File: src/rtl/core_alu_pkg.sv
// ---------------------------------------------------------------------------
// core_alu_pkg
// Shared types for the execute-stage ALU and its two-requester arbiter.
//   alu_op_t     : 5-bit ALU operation code (OP/OP-IMM, branch compares,
//                  load/store address add)
//   arb_state_t  : sequencing states of core_alu_arb
//   XLEN_DEFAULT : default datapath width
//   ALU_OP_W     : width of alu_op_t
// ---------------------------------------------------------------------------
package core_alu_pkg;

    localparam int XLEN_DEFAULT = 32;
    localparam int ALU_OP_W     = 5;

    typedef enum logic [ALU_OP_W-1:0] {
        ALU_ADD     = 5'd0,
        ALU_SUB     = 5'd1,
        ALU_SLL     = 5'd2,
        ALU_SLT     = 5'd3,
        ALU_SLTU    = 5'd4,
        ALU_XOR     = 5'd5,
        ALU_SRL     = 5'd6,
        ALU_SRA     = 5'd7,
        ALU_OR      = 5'd8,
        ALU_AND     = 5'd9,
        ALU_BEQ     = 5'd10,
        ALU_BNE     = 5'd11,
        ALU_BLT     = 5'd12,
        ALU_BGE     = 5'd13,
        ALU_BLTU    = 5'd14,
        ALU_BGEU    = 5'd15,
        ALU_LSU_ADD = 5'd16
    } alu_op_t;

    typedef enum logic [1:0] {
        ST_IDLE  = 2'd0,
        ST_ISSUE = 2'd1,
        ST_WAIT  = 2'd2,
        ST_RESP  = 2'd3
    } arb_state_t;

endpackage

File: src/rtl/core_alu_arb_grant.sv
// ---------------------------------------------------------------------------
// core_alu_arb_grant
// Two-way grant logic for core_alu_arb.
//
// Build option (macro CORE_ALU_ARB_RR_EN):
//   defined   : round-robin; a one-bit pointer names the requester that wins
//               a tie, and it moves to the non-owner after every completed
//               response handshake.
//   undefined : fixed priority, requester 0 always wins; no pointer flop and
//               no clock/reset ports.
//
// Ports:
//   clk, rst    : clock and synchronous active-high reset (RR build only)
//   done        : response handshake completed this cycle (RR build only)
//   done_owner  : requester that owned the completed operation (RR build only)
//   req_valid   : {req1_valid, req0_valid}
//   grant       : one-hot (or zero) winner among the valid requesters
// ---------------------------------------------------------------------------
module core_alu_arb_grant
    import core_alu_pkg::*;
(
`ifdef CORE_ALU_ARB_RR_EN
    input  logic       clk,
    input  logic       rst,
    input  logic       done,
    input  logic       done_owner,
`endif
    input  logic [1:0] req_valid,
    output logic [1:0] grant
);

`ifdef CORE_ALU_ARB_RR_EN
    logic ptr_q;
    logic ptr_d;

    // After each finished operation the pointer moves to whoever did not
    // own it, so a requester that just lost a tie wins the next one.
    always_comb begin
        ptr_d = ptr_q;
        if (done) begin
            ptr_d = ~done_owner;
        end
    end

    // Pointer register; reset favours requester 0.
    always_ff @(posedge clk) begin
        if (rst) begin
            ptr_q <= 1'b0;
        end else begin
            ptr_q <= ptr_d;
        end
    end

    // A lone requester always wins; a tie goes to the pointed-to requester.
    always_comb begin
        grant = req_valid;
        if (req_valid == 2'b11) begin
            grant = ptr_q ? 2'b10 : 2'b01;
        end
    end
`else
    // Fixed priority: requester 1 is granted only when requester 0 is idle.
    always_comb begin
        grant = 2'b00;
        if (req_valid[0]) begin
            grant = 2'b01;
        end else if (req_valid[1]) begin
            grant = 2'b10;
        end
    end
`endif

endmodule

File: src/rtl/core_alu_arb.sv
// ---------------------------------------------------------------------------
// core_alu_arb
// Arbiter/sequencer in front of the shared, clocked core_alu. Accepts one
// operation at a time from requester 0 (integer execute) or requester 1
// (load/store address generation), pulses alu_start once with stable
// operands, waits ALU_LAT cycles, captures alu_result and hands it back to
// the owning requester.
//
// Build option: CORE_ALU_ARB_RR_EN selects round-robin arbitration (see
// core_alu_arb_grant); undefined gives fixed priority to requester 0.
//
// Parameters:
//   XLEN    : datapath width
//   OP_W    : ALU op code width
//   ALU_LAT : cycles from alu_start to a valid alu_result (>= 1)
//
// Ports:
//   clk, rst                         : clock, synchronous active-high reset
//   reqN_valid/reqN_ready            : request handshake (ready is
//                                      combinational, IDLE only)
//   reqN_op, reqN_rs1/rs2/imm        : operation and operands
//   rspN_valid/rspN_ready            : response handshake to the owner
//   rspN_result                      : shared result register
//   alu_start                        : one-cycle issue pulse
//   alu_op, alu_rs1/rs2/imm          : latched operands held for the ALU
//   alu_result                       : ALU output
// ---------------------------------------------------------------------------
module core_alu_arb
    import core_alu_pkg::*;
#(
    parameter int XLEN    = XLEN_DEFAULT,
    parameter int OP_W    = ALU_OP_W,
    parameter int ALU_LAT = 2
) (
    input  logic            clk,
    input  logic            rst,

    input  logic            req0_valid,
    output logic            req0_ready,
    input  logic [OP_W-1:0] req0_op,
    input  logic [XLEN-1:0] req0_rs1,
    input  logic [XLEN-1:0] req0_rs2,
    input  logic [XLEN-1:0] req0_imm,

    input  logic            req1_valid,
    output logic            req1_ready,
    input  logic [OP_W-1:0] req1_op,
    input  logic [XLEN-1:0] req1_rs1,
    input  logic [XLEN-1:0] req1_rs2,
    input  logic [XLEN-1:0] req1_imm,

    output logic            rsp0_valid,
    input  logic            rsp0_ready,
    output logic [XLEN-1:0] rsp0_result,

    output logic            rsp1_valid,
    input  logic            rsp1_ready,
    output logic [XLEN-1:0] rsp1_result,

    output logic            alu_start,
    output logic [OP_W-1:0] alu_op,
    output logic [XLEN-1:0] alu_rs1,
    output logic [XLEN-1:0] alu_rs2,
    output logic [XLEN-1:0] alu_imm,
    input  logic [XLEN-1:0] alu_result
);

    // A zero-latency ALU cannot be sequenced by this block.
    if (ALU_LAT < 1) begin : g_lat_check
        $error("core_alu_arb: ALU_LAT must be at least 1");
    end

    localparam int CNT_W = (ALU_LAT < 1) ? 1 : $clog2(ALU_LAT + 1);
    localparam logic [CNT_W-1:0] CNT_LAST = CNT_W'(ALU_LAT - 1);

    arb_state_t      state_q,     state_d;
    logic            owner_q,     owner_d;
    logic [OP_W-1:0] op_q,        op_d;
    logic [XLEN-1:0] rs1_q,       rs1_d;
    logic [XLEN-1:0] rs2_q,       rs2_d;
    logic [XLEN-1:0] imm_q,       imm_d;
    logic [XLEN-1:0] result_q,    result_d;
    logic [CNT_W-1:0] cnt_q,      cnt_d;
    logic            alu_start_q, alu_start_d;
    logic [1:0]      rsp_valid_q, rsp_valid_d;

    logic [1:0]      grant;
    logic [1:0]      req_ready;
    logic            rsp_hs;

    core_alu_arb_grant u_grant (
`ifdef CORE_ALU_ARB_RR_EN
        .clk        (clk),
        .rst        (rst),
        .done       (rsp_hs),
        .done_owner (owner_q),
`endif
        .req_valid  ({req1_valid, req0_valid}),
        .grant      (grant)
    );

    // Only an idle block offers ready, and only to the arbitration winner.
    assign req_ready  = (state_q == ST_IDLE) ? grant : 2'b00;
    assign req0_ready = req_ready[0];
    assign req1_ready = req_ready[1];

    // rsp_valid_q is non-zero only in RESP, so this is the owner's handshake.
    assign rsp_hs = (rsp_valid_q[0] & rsp0_ready) | (rsp_valid_q[1] & rsp1_ready);

    // Sequencing: latch the winner's operation, pulse start, count out the
    // ALU latency, capture the result, then hold it until the owner takes it.
    // alu_start and rsp_valid are computed one state ahead so they come
    // straight out of flops.
    always_comb begin
        state_d     = state_q;
        owner_d     = owner_q;
        op_d        = op_q;
        rs1_d       = rs1_q;
        rs2_d       = rs2_q;
        imm_d       = imm_q;
        result_d    = result_q;
        cnt_d       = cnt_q;
        alu_start_d = 1'b0;
        rsp_valid_d = rsp_valid_q;

        case (state_q)
            ST_IDLE: begin
                if (req_ready[1]) begin
                    owner_d     = 1'b1;
                    op_d        = req1_op;
                    rs1_d       = req1_rs1;
                    rs2_d       = req1_rs2;
                    imm_d       = req1_imm;
                    alu_start_d = 1'b1;
                    state_d     = ST_ISSUE;
                end else if (req_ready[0]) begin
                    owner_d     = 1'b0;
                    op_d        = req0_op;
                    rs1_d       = req0_rs1;
                    rs2_d       = req0_rs2;
                    imm_d       = req0_imm;
                    alu_start_d = 1'b1;
                    state_d     = ST_ISSUE;
                end
            end
            ST_ISSUE: begin
                cnt_d   = '0;
                state_d = ST_WAIT;
            end
            ST_WAIT: begin
                // The counter cannot overflow: its width holds ALU_LAT.
                cnt_d = cnt_q + CNT_W'(1);
                if (cnt_q == CNT_LAST) begin
                    result_d    = alu_result;
                    rsp_valid_d = owner_q ? 2'b10 : 2'b01;
                    state_d     = ST_RESP;
                end
            end
            ST_RESP: begin
                if (rsp_hs) begin
                    rsp_valid_d = 2'b00;
                    state_d     = ST_IDLE;
                end
            end
            default: begin
                state_d = ST_IDLE;
            end
        endcase
    end

    // All state and registered outputs. Reset abandons any operation in
    // flight; whatever the ALU produces later is never sampled.
    always_ff @(posedge clk) begin
        if (rst) begin
            state_q     <= ST_IDLE;
            owner_q     <= 1'b0;
            op_q        <= '0;
            rs1_q       <= '0;
            rs2_q       <= '0;
            imm_q       <= '0;
            result_q    <= '0;
            cnt_q       <= '0;
            alu_start_q <= 1'b0;
            rsp_valid_q <= 2'b00;
        end else begin
            state_q     <= state_d;
            owner_q     <= owner_d;
            op_q        <= op_d;
            rs1_q       <= rs1_d;
            rs2_q       <= rs2_d;
            imm_q       <= imm_d;
            result_q    <= result_d;
            cnt_q       <= cnt_d;
            alu_start_q <= alu_start_d;
            rsp_valid_q <= rsp_valid_d;
        end
    end

    assign alu_start   = alu_start_q;
    assign alu_op      = op_q;
    assign alu_rs1     = rs1_q;
    assign alu_rs2     = rs2_q;
    assign alu_imm     = imm_q;
    assign rsp0_valid  = rsp_valid_q[0];
    assign rsp1_valid  = rsp_valid_q[1];
    assign rsp0_result = result_q;
    assign rsp1_result = result_q;

endmodule

File: config.mk
export PLATFORM = sky130hd
export DESIGN_NAME = core_alu_arb
export DESIGN_NICKNAME = d
export VERILOG_FILES = /design/src/rtl/core_alu_pkg.sv /design/src/rtl/core_alu_arb_grant.sv /design/src/rtl/core_alu_arb.sv
export SDC_FILE = /design/constraint.sdc
export NUM_CORES = 1
export LEC_CHECK = 0
export ABC_AREA = 1
export BUFFER_PORTS_ARGS = -buffer_cell sky130_fd_sc_hd__clkbuf_2
export CAP_MARGIN = 20
export CORE_AREA = 2 2 162 164
export CTS_CLUSTER_SIZE = 8
export DETAILED_ROUTE_END_ITERATION = 10
export DIE_AREA = 0 0 164 166
export SLEW_MARGIN = 5
export SYNTH_ARGS = -nofsm -noshare
export SYNTH_HDL_FRONTEND = slang
export SYNTH_SLANG_ARGS = --single-unit
File: constraint.sdc
create_clock -name clk -period 2.8 [get_ports clk]
set_input_delay 0.84 -clock clk [delete_from_list [all_inputs] [get_ports clk]]
set_output_delay 0.84 -clock clk [all_outputs]
set_load 0.02 [all_outputs]
== Yosys cells after proc, flatten, opt, wreduce, memory -nomap -nowiden ==
Index checks and enable logic that the tools add are counted.

* Add/sub/neg operators: 1
* Equality and inequality tests: 7
* Mux-type cells: 24
* Bitwise gates (word level): 4
* Reduce and logical (&&, ||, !) cells: 9

{| class="wikitable"
|+ Operators with widths
! kind !! number
|-
| 32-bit 2-to-1 mux || 6
|-
| 2-bit 2-to-1 mux || 9
|-
| 5-bit 2-to-1 mux || 2
|-
| 2-bit one-hot mux with 2 select lines || 2
|-
| 2-bit one-hot mux with 4 select lines || 1
|-
| 3-bit AND reduction || 2
|-
| 2-bit nonzero test || 3
|-
| 2-bit by 1-bit equality test with 1-bit output (second input constant) || 2
|-
| 2-bit equality test (second input constant) || 2
|-
| 1-bit 2-to-1 mux || 4
|-
| 2-bit inequality test (second input constant) || 2
|-
| 2-bit AND reduction || 2
|-
| 3-bit inequality test (second input constant) || 1
|-
| 2-bit by 1-bit adder with 2-bit output (second input constant) || 1
|-
| 1-bit bitwise AND || 2
|-
| 2-bit zero test || 1
|-
| 2-bit OR reduction || 1
|-
| 1-bit inverter || 1
|-
| 1-bit bitwise OR || 1
|}

* Bits in registers: 141
* Logic and storage cells: 55

== Longest topological paths before layout ==
* Depth after elaboration: 6
* Mapped depth: 10

== Modules after synthesis ==
Synthesis repeated with hierarchy kept, for this count alone.

* Cells, all modules: 900
* Area total of the unflattened synthesis: 6476.2 µm²

{| class="wikitable"
|+ By module, submodules not included
! module !! times used !! cells an instance !! area each (µm²) !! seq. area each (µm²)
|-
| core_alu_arb || 1 || 897 || 6458.7 || 2822.7
|-
| core_alu_arb_grant || 1 || 3 || 17.5 || 0.0
|}

== Least setup slack after synthesis ==
Ideal clock, no wire load.

* Path type: input to output
* Start: input req1_valid
* End: output req1_ready
* Data arrival time: 1383 ps
* Data required time: 1960 ps
* Setup slack: 577 ps
* Cell stages on the path: 3
* Buffers on the path: 1
* Cell sequence: nand2_1 > nor2_2 > clkbuf_1

* Cells in the longest elaborated chain, start to end: 3

{| class="wikitable"
|+ RTL lines
! item !! line !! RTL
|-
| from (decl) || core_alu_arb.sv:45 || <nowiki>input logic req1_valid,</nowiki>
|-
| 2-bit 2-to-1 mux || core_alu_arb_grant.sv:67 || <nowiki>end else if (req_valid[1]) begin</nowiki>
|-
| 2-bit 2-to-1 mux || core_alu_arb_grant.sv:65 || <nowiki>if (req_valid[0]) begin</nowiki>
|-
| 2-bit 2-to-1 mux || core_alu_arb.sv:103 || <nowiki>assign req_ready = (state_q == ST_IDLE) ? grant : 2'b00;</nowiki>
|-
| to (decl) || core_alu_arb.sv:46 || <nowiki>output logic req1_ready,</nowiki>
|}

Every way passes these cells.

== Worst setup path in the final report ==
* Start: register state_q[0]
* End: output req1_ready

* Cells in the longest elaborated chain, start to end: 2

{| class="wikitable"
|+ RTL lines
! item !! line !! RTL
|-
| from (decl) || core_alu_arb.sv:76 || <nowiki>arb_state_t state_q, state_d;</nowiki>
|-
| from (signal assigned) || core_alu_arb.sv:186 || <nowiki>state_q <= state_d;</nowiki>
|-
| 2-bit zero test || core_alu_arb.sv:103 ||
|-
| 2-bit 2-to-1 mux || core_alu_arb.sv:103 ||
|}

Every way passes these cells.

==> metrics.txt <==
Total Nets Final 1487; Post-Syn Nets 1143; Peak VDD IR 0.434 mV; post-synth top area share 42.8%; Crit-path slowest cell dfxtp_1; Syn Inst Count 898; ys async rst share 0%; Ports 410; Clk pin slew, worst setup/hold paths 0.07 ns; Netlist cell types 21; Critical Path RT 1.96 ns; pwr/cell area 805 nW/um2; ys flop type dfxtp_1; H-tree depth 4; CTS resizes 0; setup TNS 0 ns; Port Buffer Count 409; M1 GR Usage 18.7%; Worst-Margin Slew 0.671 ns; cells on worst reg2reg path 8; worst reg2reg path startpoint state_q[0]; cells along the critical path inv_1 -> ha_1 -> nand2_1 -> nor2_4 -> clkbuf_2; Hold Crit Depth 2; slew margin rel. 55.2%; initial antenna violation count 0; Root Buffer clkbuf_16; Sink Count 141; most common cell in the synthesized netlist nand3_1; P&R area growth vs syn 40.0%; max-slew violations 0; final worst slack 0.181 ns; placed cell area 8690 um2; total grt overflow 0; M2 GR Usage 25.2%; max-cap violation count 0; largest area contributor in the netlist dfxtp_1; Cell Area, Synth 6600 um2; DR WL/cell 13.1 um; HP Start cnt_q[1]; Post-synth EDFFs 0; Data arrival, critical path 1.78 ns; first-pass GRT wire length 32300 um; status finished, final reports clean; r2r endpoint alu_imm[6]; share of layout cells above drive strength 1 46.1%; HP Class reg2reg; Synth Warn # 0; routability cong. 0.827; Initial Utilization 25.8%; Fillers 2751; Crit path largest cell delay 0.32 ns; largest net degree at the start of global routing 89; chip height 166 um; vias per std cell 4.38; Syn Area/Cell 7.35 um2; HPWL after DPL 15500 um; unrepaired setup endpoints after global routing no; number of global-route vias before repair 6251; Synth area leaders dfxtp_1 43%, nand3_1 13%, or2_2 11%, o21ai_0 7.0%, nand2_1 6.6%; Hold Violations, Final 0; Core Util, Final 36.1%; CTS Hold Bufs 0; final instance area 9240 um2; drt drc 0; post-route ant nets 0; global-route track usage on met3 3.17%; deepest clock path buffer count 2; Critical Path Source Type register; Hold Path Sink cnt_q[1]; sequential share of the synthesized area 42.8%; drt pass-1 iters 4; Synth top cells by count 172 x nand3_1, 141 x dfxtp_1, 119 x or2_2, 116 x nand2_1, 92 x o21ai_0; reg-to-reg slack, setup 0.73 ns; post-CTS setup buffers 0; gr usage total 14.9%; n_diodes 0; Final period util 93.5%; Clock Skews 0.0104 ns; TritonCTS clock tree built; WS Path Type reg2out; die width 164 um; drt initial violations 384; endpoints failing setup 0; P_leak 4.85 nW; CTS Buf Count 17; Seq cells post-synth 141; die area 27200 um2; Setup crit end kind output port; dpl ws 0.424 ns; crit path time final 2.62 ns; Detailed Route WL 20900 um; FMAX 0.382 GHz; most used routing layer met2; total number of vias 6970; crit-path max FO 10; worst-skew pair later-pin latency 0.41 ns; Core ar. 25600 um2; Rows 59
-- power breakdown --
part | total [mW] | leakage (nW) | switching [mW] | internal, mW
Sequential | 2.70 | 1.16 | 0.246 | 2.45
Clock | 2.15 | 0.275 | 0.982 | 1.17
Combinational | 2.59 | 3.42 | 1.68 | 0.907
Total | 7.44 | 4.85 | 2.91 | 4.53
-- cell usage in the layout (no fill, tap or decap), drive strengths merged --
cell type,n
nand4,2
a211oi,2
clkbuf,426
ha,5
dfxtp,141
or2,130
inv,60
clkinvlp,1
o21ai,105
buf,12
nand2,116
nand3b,1
nor2,73
a21oi,5
clkinv,4
nand3,172
-- critical path, delay by kind of cell (launching register included) --
family	cells	cell delay, ns
and+or+nand+nor	2	0.39
buffers and inverters	2	0.34
DFF	1	0.32
adders and majority gates	1	0.32
-- cells by family after synthesis --
| logic type | share of synthesized area [%] |
|---|---|
| simple gates | 36.5 |
| flops | 42.8 |
| buf+inv | 11.2 |
| fa+ha+maj | 0.948 |
| compound gates | 8.57 |
-- metrics by stage --
| step | hold slack (ns) | total power, mW | cells |
|---|---|---|---|
| floorplan | 0.437 | 4.43 | 898 |
| global route | 0.492 | 7.94 | 1590 |
| finish | 0.466 | 7.44 | 1590 |
| detailed placement | 0.459 | 5.37 | 1558 |
| global placement | 0.454 | 5.35 | 1558 |
| CTS | 0.468 | 7.58 | 1590 |
-- final cells by class --
cell class | count | area (um2) | share of cell area, %
multi-input combinational | 611 | 3070 | 33.2
sequential | 141 | 2820 | 30.5
timing repair buffer | 421 | 2190 | 23.7
clock buffer | 17 | 425 | 4.60
tap | 335 | 419 | 4.54
inverter | 50 | 190 | 2.06
clock inverter | 15 | 126 | 1.37
-- worst max-delay path by stage --
stage,to,slack (ns),startpoint
after floorplan,req1_ready,0.58,req1_valid
after global placement,req1_ready,0.45,req1_valid
after detailed placement,req1_ready,0.42,req1_valid
after CTS,req1_ready,0.16,state_q[0]
after global routing,req1_ready,0.05,state_q[0]
final,req1_ready,0.18,state_q[0]
-- state kept, by name (all words and copies together), names as in the netlist --
register	cells
alu_imm	32
alu_op	5
alu_rs1	32
alu_rs2	32
alu_start	1
cnt_q	2
owner_q	1
rsp0_result	32
rsp_valid_q	2
state_q	2
-- per-layer routing --
metal / vias up / routed length (um)
li1: 3555 / -
met1: 3129 / 8880
met2: 264 / 10200
met3: 22 / 1350
met4: 0 / 415
met5: - / 0
Note: power is estimated with default switching activity, not from simulation.
